==> src/rtl/vmem_arbiter.sv <==
// Two-requester (load/store) arbiter for the four data-memory banks, round-robin on ties.
// Optional grant watchdog is compiled in when VMEM_ARB_TIMEOUT_EN is defined.
`ifndef DATAMEM_BITS
`define DATAMEM_BITS 8
`endif
`ifndef DATAMEM_WIDTH
`define DATAMEM_WIDTH 32
`endif

module vmem_arbiter #(
   parameter int TIMEOUT_CYCLES = 64
) (
   input  logic                      clk,
   input  logic                      rst,
   input  logic                      ld_req,
   input  logic                      ld_done,
   input  logic [`DATAMEM_BITS-1:0]  ld_addr0,
   input  logic [`DATAMEM_BITS-1:0]  ld_addr1,
   input  logic [`DATAMEM_BITS-1:0]  ld_addr2,
   input  logic [`DATAMEM_BITS-1:0]  ld_addr3,
   input  logic                      st_req,
   input  logic                      st_done,
   input  logic [`DATAMEM_BITS-1:0]  st_addr0,
   input  logic [`DATAMEM_BITS-1:0]  st_addr1,
   input  logic [`DATAMEM_BITS-1:0]  st_addr2,
   input  logic [`DATAMEM_BITS-1:0]  st_addr3,
   input  logic [`DATAMEM_WIDTH-1:0] st_data0,
   input  logic [`DATAMEM_WIDTH-1:0] st_data1,
   input  logic [`DATAMEM_WIDTH-1:0] st_data2,
   input  logic [`DATAMEM_WIDTH-1:0] st_data3,
   input  logic [3:0]                st_we,
   output logic [`DATAMEM_BITS-1:0]  mem_addr0,
   output logic [`DATAMEM_BITS-1:0]  mem_addr1,
   output logic [`DATAMEM_BITS-1:0]  mem_addr2,
   output logic [`DATAMEM_BITS-1:0]  mem_addr3,
   output logic [`DATAMEM_WIDTH-1:0] mem_wdata0,
   output logic [`DATAMEM_WIDTH-1:0] mem_wdata1,
   output logic [`DATAMEM_WIDTH-1:0] mem_wdata2,
   output logic [`DATAMEM_WIDTH-1:0] mem_wdata3,
   output logic [3:0]                mem_we,
   output logic                      ld_gnt,
   output logic                      st_gnt,
   output logic                      busy,
   output logic                      timeout_err
);

   localparam logic [1:0] S_IDLE     = 2'd0;
   localparam logic [1:0] S_GRANT_LD = 2'd1;
   localparam logic [1:0] S_GRANT_ST = 2'd2;
   localparam logic [1:0] S_RELEASE  = 2'd3;

   localparam logic SRV_LD = 1'b0;
   localparam logic SRV_ST = 1'b1;

   logic [1:0] state_q, state_d;
   logic       last_served_q, last_served_d;
   logic       owner_q, owner_d;
   logic       ld_gnt_q, ld_gnt_d;
   logic       st_gnt_q, st_gnt_d;
   logic       busy_q, busy_d;
   logic       granted_s;
   logic       owner_req_s;
   logic       owner_done_s;
   logic       wd_expire_s;

   assign granted_s    = (state_q == S_GRANT_LD) || (state_q == S_GRANT_ST);
   assign owner_req_s  = (state_q == S_GRANT_ST) ? st_req  : ld_req;
   assign owner_done_s = (state_q == S_GRANT_ST) ? st_done : ld_done;

`ifdef VMEM_ARB_TIMEOUT_EN
   localparam int CW = (TIMEOUT_CYCLES > 1) ? $clog2(TIMEOUT_CYCLES) : 1;

   logic [CW-1:0] wd_cnt_q, wd_cnt_d;
   logic          timeout_err_q, timeout_err_d;

   assign wd_expire_s = (wd_cnt_q == CW'(TIMEOUT_CYCLES - 1));

   // Watchdog counts cycles spent in the current grant; it restarts on every new grant.
   always_comb begin
      wd_cnt_d      = {CW{1'b0}};
      timeout_err_d = timeout_err_q;
      if (granted_s && (state_d == state_q)) begin
         wd_cnt_d = wd_cnt_q + CW'(1'b1);
      end else begin
         wd_cnt_d = {CW{1'b0}};
      end
      if (granted_s && wd_expire_s && !owner_done_s && owner_req_s) begin
         timeout_err_d = 1'b1;
      end else begin
         timeout_err_d = timeout_err_q;
      end
   end

   always_ff @(posedge clk) begin
      if (rst) begin
         wd_cnt_q      <= {CW{1'b0}};
         timeout_err_q <= 1'b0;
      end else begin
         wd_cnt_q      <= wd_cnt_d;
         timeout_err_q <= timeout_err_d;
      end
   end

   assign timeout_err = timeout_err_q;
`else
   assign wd_expire_s = 1'b0;
   assign timeout_err = 1'b0;
`endif

   // Next-state logic: done beats a dropped request, which beats the watchdog.
   always_comb begin
      state_d       = state_q;
      last_served_d = last_served_q;
      owner_d       = owner_q;
      case (state_q)
         S_IDLE: begin
            if (ld_req && st_req) begin
               if (last_served_q == SRV_ST) begin
                  state_d = S_GRANT_LD;
               end else begin
                  state_d = S_GRANT_ST;
               end
            end else if (ld_req) begin
               state_d = S_GRANT_LD;
            end else if (st_req) begin
               state_d = S_GRANT_ST;
            end else begin
               state_d = S_IDLE;
            end
         end
         S_GRANT_LD, S_GRANT_ST: begin
            owner_d = (state_q == S_GRANT_ST) ? SRV_ST : SRV_LD;
            if (owner_done_s || !owner_req_s || wd_expire_s) begin
               state_d = S_RELEASE;
            end else begin
               state_d = state_q;
            end
         end
         S_RELEASE: begin
            state_d       = S_IDLE;
            last_served_d = owner_q;
         end
         default: begin
            state_d = S_IDLE;
         end
      endcase
      ld_gnt_d = (state_d == S_GRANT_LD);
      st_gnt_d = (state_d == S_GRANT_ST);
      busy_d   = (state_d != S_IDLE);
   end

   always_ff @(posedge clk) begin
      if (rst) begin
         state_q       <= S_IDLE;
         last_served_q <= SRV_ST;
         owner_q       <= SRV_LD;
         ld_gnt_q      <= 1'b0;
         st_gnt_q      <= 1'b0;
         busy_q        <= 1'b0;
      end else begin
         state_q       <= state_d;
         last_served_q <= last_served_d;
         owner_q       <= owner_d;
         ld_gnt_q      <= ld_gnt_d;
         st_gnt_q      <= st_gnt_d;
         busy_q        <= busy_d;
      end
   end

   assign ld_gnt = ld_gnt_q;
   assign st_gnt = st_gnt_q;
   assign busy   = busy_q;

   // Bank mux: the owner drives the banks straight through; otherwise the bus is parked at zero.
   always_comb begin
      mem_addr0  = {`DATAMEM_BITS{1'b0}};
      mem_addr1  = {`DATAMEM_BITS{1'b0}};
      mem_addr2  = {`DATAMEM_BITS{1'b0}};
      mem_addr3  = {`DATAMEM_BITS{1'b0}};
      mem_wdata0 = {`DATAMEM_WIDTH{1'b0}};
      mem_wdata1 = {`DATAMEM_WIDTH{1'b0}};
      mem_wdata2 = {`DATAMEM_WIDTH{1'b0}};
      mem_wdata3 = {`DATAMEM_WIDTH{1'b0}};
      mem_we     = 4'b0000;
      case (state_q)
         S_GRANT_LD: begin
            mem_addr0 = ld_addr0;
            mem_addr1 = ld_addr1;
            mem_addr2 = ld_addr2;
            mem_addr3 = ld_addr3;
         end
         S_GRANT_ST: begin
            mem_addr0  = st_addr0;
            mem_addr1  = st_addr1;
            mem_addr2  = st_addr2;
            mem_addr3  = st_addr3;
            mem_wdata0 = st_data0;
            mem_wdata1 = st_data1;
            mem_wdata2 = st_data2;
            mem_wdata3 = st_data3;
            mem_we     = st_we;
         end
         default: begin
            mem_we = 4'b0000;
         end
      endcase
   end

endmodule

==> config.mk <==
export PLATFORM = sky130hd
export DESIGN_NAME = vmem_arbiter
export DESIGN_NICKNAME = d
export VERILOG_FILES = /design/src/rtl/vmem_arbiter.sv
export SDC_FILE = /design/constraint.sdc
export NUM_CORES = 1
export LEC_CHECK = 0
export BUFFER_PORTS_ARGS = -buffer_cell sky130_fd_sc_hd__buf_2
export CAP_MARGIN = 25
export CELL_PAD_IN_SITES_DETAIL_PLACEMENT = 1
export CELL_PAD_IN_SITES_GLOBAL_PLACEMENT = 2
export CORE_AREA = 4 4 144 146
export CTS_CLUSTER_DIAMETER = 150
export CTS_CLUSTER_SIZE = 12
export DETAILED_ROUTE_END_ITERATION = 10
export DIE_AREA = 0 0 148 150
export GPL_TIMING_DRIVEN = 0
export PLACE_DENSITY_LB_ADDON = 0.1
export SLEW_MARGIN = 0
export SYNTH_ARGS = -nofsm -noshare
export SYNTH_HDL_FRONTEND = slang
export SYNTH_SLANG_ARGS = --single-unit
==> constraint.sdc <==
create_clock -name clk -period 4.4 [get_ports clk]
set_input_delay 0.66 -clock clk [delete_from_list [all_inputs] [get_ports clk]]
set_output_delay 0.66 -clock clk [all_outputs]
set_load 0.1 [all_outputs]
==> results_dict.tcl, run 1 <==
set metrics [dict create \
    status "finished clean" \
    postRouteAntennaNets 0 \
    fin_area_sq_um 3850 \
    ys_warn_count 0 \
    r2r_setup_slack_ns 2.74 \
    drt-total-wl_mm 13.9 \
    ir_worst_vdd_mv 0.168 \
    ctsResizeCount 0 \
    netlist_area_sq_um 1600 \
    period_minus_slack_ns 2.93 \
    clkSinkCount 7 \
    rsz0062_at_grt "false" \
    async_flop_share 0 \
    p_sw_uw 737 \
    vias 3048 \
    antenna_found_initial 4 \
    nFillCells 2519 \
    muxShareOfSynthArea 0.00627 \
    worstReg2RegStart "state_q[1]$_SDFF_PP0_" \
    cts_tree "done" \
    finalMaxSlewViolations 0 \
    grt_util_all_layers 0.111 \
    startpoint_type "flip-flop" \
    overflow 0 \
    first_global_vias 3233 \
    cts_max_level 1 \
    r2r_end "owner_q$_SDFFE_PP0P_" \
    holdWs_ns 0.457 \
    fin_nets 807 \
    syn_to_final_growth_pct 141 \
    p_comb_frac 0.794 \
    crit_path_end_kind "output pin" \
    grt_max_degree 11 \
    endpoint "mem_wdata1[2]" \
    syn_nets 434 \
    die_w_um 148 \
    slew_headroom 0.642 \
    cts_made_buffers 3 \
    clk_path_buf_depth 2 \
    cp_slowest_cell "buf_2" \
    yosys.cell_count.top_type "and2_1" \
    finalCritPeriodShare 0.667 \
    worst_pin_slew_ns 0.540 \
    cts-root-buf "clkbuf_16" \
    intPower_uw 361 \
    placed_area_sq_um 3770 \
    synth_top_area_frac 0.522 \
    synth_top_family_by_area "simple AND/OR/NAND/NOR gates" \
    synthSimpleGateAreaFrac 0.572 \
    synthAdderAreaFrac 0.0392 \
    synth_top_area_cell "and2_1" \
    crit_type "flip-flop to output pin" \
    startpoint "state_q[0]$_SDFF_PP0_" \
    synth.avg_cell_area_sq_um 7.03 \
    hold_viol_final 0 \
    cap_violations 0 \
    drive_gt1_frac 0.644 \
    fin_tns_setup_ns 0 \
    wl_per_cell_um 16.1 \
    power_density_nw_per_um2 285 \
    place_congestion 0.762 \
    port_buffers 368 \
    first_iter_violations 40 \
    clockPowerShare 0.139 \
    synthTopCellsByCount "and2_1 (133), a22o_1 (32), clkbuf_1 (14)" \
    r2r_cells 7 \
    synthCells 227 \
    die_area_sq_um 22200 \
    worstPathRequired_ns 3.74 \
    synth-edff-count 0 \
    synth_compound_area_frac 0.221 \
    hold_path.class "flip-flop to flip-flop" \
    finalPower_uw 1100 \
    synthXorXnorAreaFrac 0 \
    clk_pin_slew_ns 0.04 \
    ys_seq_area_frac 0.0878 \
    drt-vias-per-instance 3.52 \
    ys_types 25 \
    core_area_sq_um 19400 \
    critPathMaxStageDelay_ns 0.43 \
    setup_viol 0 \
    synthFlopType "dfxtp_1" \
    synthTopCellsByArea "and2_1 (52%), a22o_1 (18%), dfxtp_1 (8.8%)" \
    switching_share 0.671 \
    p_seq_frac 0.067 \
    drt_pass1_iterations 4 \
    arrival_ns 2.27 \
    postCtsHoldBufs 0 \
    leakagePower_uw 0.00247 \
    max_freq_mhz 341 \
    yosys_register_bits 7 \
    cts_setup_buffers 0 \
    remaining_drc_errors 0 \
    clk_latency_ns 0.23 \
    cp_max_fo 10 \
    place_hpwl_mm 12.9 \
    die_y_um 150 \
    pin_count 370 \
    grt_pass1_wl_mm 19.5 \
    initial_core_util 0.0822 \
    skew_ns 0.000567 \
    holdPathStages 1 \
    worstPathCellList "inv_1 > ha_1 > buf_4 > clkbuf_1 > and2_1 > buf_2" \
    std_cell_rows 51 \
]
## power by group through the flow
stage	Sequential (uW)	Clock [uW]	Combinational (uW)
finish	73.4	153	873
CTS	73.5	157	884
detailed placement	74.3	0	883
global placement	74.4	0	880
global route	74.3	161	914
floorplan	98.2	0	657
## sequential cells by signal, indices dropped and copies added, names as in the netlist
| signal | count |
|---|---|
| ld_gnt | 1 |
| st_gnt | 1 |
| last_served_q | 1 |
| owner_q | 1 |
| state_q | 2 |
| busy | 1 |
## cells by family (layout without fill, tap and decap cells)
kind of cell	Yosys count	in the layout
AND/OR/NAND/NOR	146	146
AO/OA/AOI/OAI	41	41
buffers and inverters	26	398
flip-flops	7	7
adder cells (fa/ha/maj)	5	5
other	1	2
multiplexers	1	1
## layer usage
metal / track usage / share of wire / up-vias
met2: 0.222 / 0.55 / 181
met5: 0 / 0.0029 / -
met3: 0.0321 / 0.092 / 10
met4: 0.0102 / 0.0053 / 6
met1: 0.120 / 0.35 / 1368
li1: - / - / 1483
## how the worst min path moves through the flow
stage | slack, ns | start | end
after detailed placement | 0.45 | owner_q$_SDFFE_PP0P_ | last_served_q$_SDFFE_PP1N_
after floorplan | 0.44 | owner_q$_SDFFE_PP0P_ | last_served_q$_SDFFE_PP1N_
after global placement | 0.44 | owner_q$_SDFFE_PP0P_ | last_served_q$_SDFFE_PP1N_
after global routing | 0.49 | owner_q$_SDFFE_PP0P_ | last_served_q$_SDFFE_PP1N_
final | 0.46 | owner_q$_SDFFE_PP0P_ | last_served_q$_SDFFE_PP1N_
after CTS | 0.47 | owner_q$_SDFFE_PP0P_ | last_served_q$_SDFFE_PP1N_
## per-stage QoR
| stage | std cells | setup WS [ns] | util |
|---|---|---|---|
| final | 865 | 1.47 | 0.198 |
| after global routing | 864 | 1.19 | 0.198 |
| after CTS | 864 | 1.32 | 0.198 |
| after detailed placement | 860 | 1.59 | 0.194 |
| after global placement | 860 | 1.58 | 0.194 |
| after floorplan | 227 | 1.79 | - |
## placed cells by master (no fill, tap or decap)
cell and count:
nor3b_2 2, nor2b_1 2, o21ai_0 1, a22o_1 32
o22ai_1 1, nand2b_1 1, and2_1 133, nand2_1 2
dfxtp_1 7, clkbuf_1 15, mux2i_1 1, inv_1 3
ha_1 5, o21ai_2 1, a31o_1 1, o211ai_2 1
clkbuf_16 3, nor2_1 4, and2_2 1, o22ai_2 1
a21oi_1 2, and3_1 1, buf_4 2, diode_2 1
a211o_1 1, buf_2 375, conb_1 1
## layout make-up
cell class              count  area, sq um  area share
diodes                      1         2.50    0.000650
flip-flops and latches      7          140      0.0364
repair buffers            368         1840       0.478
multi-input cells         194         1340       0.348
well taps                 265          332      0.0861
clock buffers               4         78.8      0.0205
inverters                   3         11.3     0.00292
plain buffers              23          103      0.0266
## worst max-delay path, delay by kind of cell (launching register included)
family | cells | cell delay [ns]
buffers and inverters | 4 | 1.13
flip-flops | 1 | 0.32
adder cells (fa/ha/maj) | 1 | 0.38
AND/OR/NAND/NOR | 1 | 0.20
Power figures use the tool's default switching activity.
==> run 2: changes to the inputs <==
Clock period 4.4 ns to 2.4 ns, I/O delays scaled along.
==> run 2 against run 1 <==
Net effect: clock power up 83%; die area unchanged; worst setup slack worse by 1.4 ns; largest cell class unchanged; clock skew unchanged; global-route usage up 0.076 points; total power up 93%.
==> results_dict.tcl, run 2 (same netlist as run 1, synthesis figures left out) <==
set metrics [dict create \
    worstPathRequired_ns 2.04 \
    cts_tree "done" \
    hold_viol_final 0 \
    final_common_cell "buf_2" \
    grt_busiest_layer "met2" \
    die_w_um 148 \
    grt_pass1_wl_mm 19.7 \
    skew_ns 0.000567 \
    vias 3068 \
    cts_setup_buffers 0 \
    largest_reg_flops 2 \
    syn_to_final_growth_pct 175 \
    rsz0062_at_grt "true" \
    holdPathStages 2 \
    max_freq_mhz 425 \
    clkSinkCount 7 \
    arrival_ns 1.99 \
    hold_path.class "primary input to flip-flop" \
    finalMaxSlewViolations 0 \
    postCtsHoldBufs 0 \
    std_cell_rows 51 \
    grt_use_met1 0.118 \
    cp_max_fo 10 \
    final_cell_mix "buf_2 (221), and2_1 (133), buf_4 (81)" \
    cts-root-buf "clkbuf_16" \
    dp.cells 860 \
    final_core_util 0.226 \
    core_area_sq_um 19400 \
    remaining_drc_errors 0 \
    drt_pass1_iterations 4 \
    clk_latency_ns 0.23 \
    first_iter_violations 35 \
    top_register "state_q" \
    period_minus_slack_ns 2.35 \
    status "finished clean" \
    postRouteAntennaNets 0 \
    die_y_um 150 \
    finalCritPeriodShare 0.980 \
    die_area_sq_um 22200 \
    setup_ws_ns 0.0476 \
    cts_made_buffers 3 \
    crit_type "flip-flop to output pin" \
    antenna_found_initial 4 \
    stdcell_count 864 \
    leakagePower_uw 0.00249 \
    drive_gt1_frac 0.664 \
    use_met2 0.225 \
    first_global_vias 3310 \
    place_hpwl_mm 12.9 \
    drt-vias-per-instance 3.55 \
    clk_path_buf_depth 2 \
    worst_pin_slew_ns 0.520 \
    dp_slack_ns -0.108 \
    slew_headroom 0.656 \
    r2r_cells 7 \
    port_buffers 368 \
    place_congestion 0.762 \
    pin_count 370 \
    clk_pin_slew_ns 0.04 \
    grt_util_all_layers 0.112 \
    crit_path_end_kind "output pin" \
    overflow 0 \
    fin_nets 806 \
    cap_violations 0 \
    grt_max_degree 11 \
    cts_max_level 1 \
    initial_core_util 0.0822 \
    startpoint_type "flip-flop" \
    use_met3 0.0324 \
    setup_viol 0 \
    fin_tns_setup_ns 0 \
    drt-total-wl_mm 14.1 \
    ir_worst_vdd_mv 0.310 \
    power_density_nw_per_um2 484 \
    wl_per_cell_um 16.3 \
]
## run 2: repair_timing
item                       in CTS  in global routing
resized for setup             132                 73
setup endpoints to repair     143                108
pin swaps                       0                  0
## run 2: layer usage
metal	part of all wire	up-vias
li1	-	1482
met1	0.35	1383
met2	0.55	185
met3	0.091	12
met4	0.0077	6
met5	0.0029	-
## run 2: power by group
part	total, uW	internal [uW]	switching (uW)
sequential	135	128	6.72
clock	280	221	59.0
combinational	1710	411	1300
## run 2: worst max-delay path, stage by stage, from the launching register on
cell and delay (ns):
dfxtp_1 0.36, inv_1 0.11, ha_1 0.33, and2_2 0.20, buf_2 0.15, buf_4 0.18
a22o_1 0.24, buf_12 0.18
## run 2: worst paths after layout
path,startpoint,end,slack (ns)
hold reg to reg,owner_q$_SDFFE_PP0P_,last_served_q$_SDFFE_PP1N_,0.46
hold / removal,rst,state_q[1]$_SDFF_PP0_,0.41
setup reg to reg,state_q[0]$_SDFF_PP0_,owner_q$_SDFFE_PP0P_,0.76
setup / recovery,state_q[0]$_SDFF_PP0_,mem_addr2[1],0.05
## run 2: stage by stage
stage               power, uW  hold slack (ns)  instance area (sq um)
floorplan                1390            0.429                   1600
global placement         1750            0.440                   3770
detailed placement       1750            0.454                   3770
CTS                      2110            0.412                   4180
global route             2220            0.440                   4390
finish                   2130            0.405                   4390
## run 2: layout make-up
type / instances / area [sq um]
Inverter: 3 / 11.3
Antenna cell: 1 / 2.50
Sequential cell: 7 / 141
Multi-Input combinational cell: 194 / 1340
Clock buffer: 4 / 78.8
Tap cell: 265 / 332
Fill cell: 2440 / 15000
Timing Repair Buffer: 368 / 2360
Buffer: 22 / 125
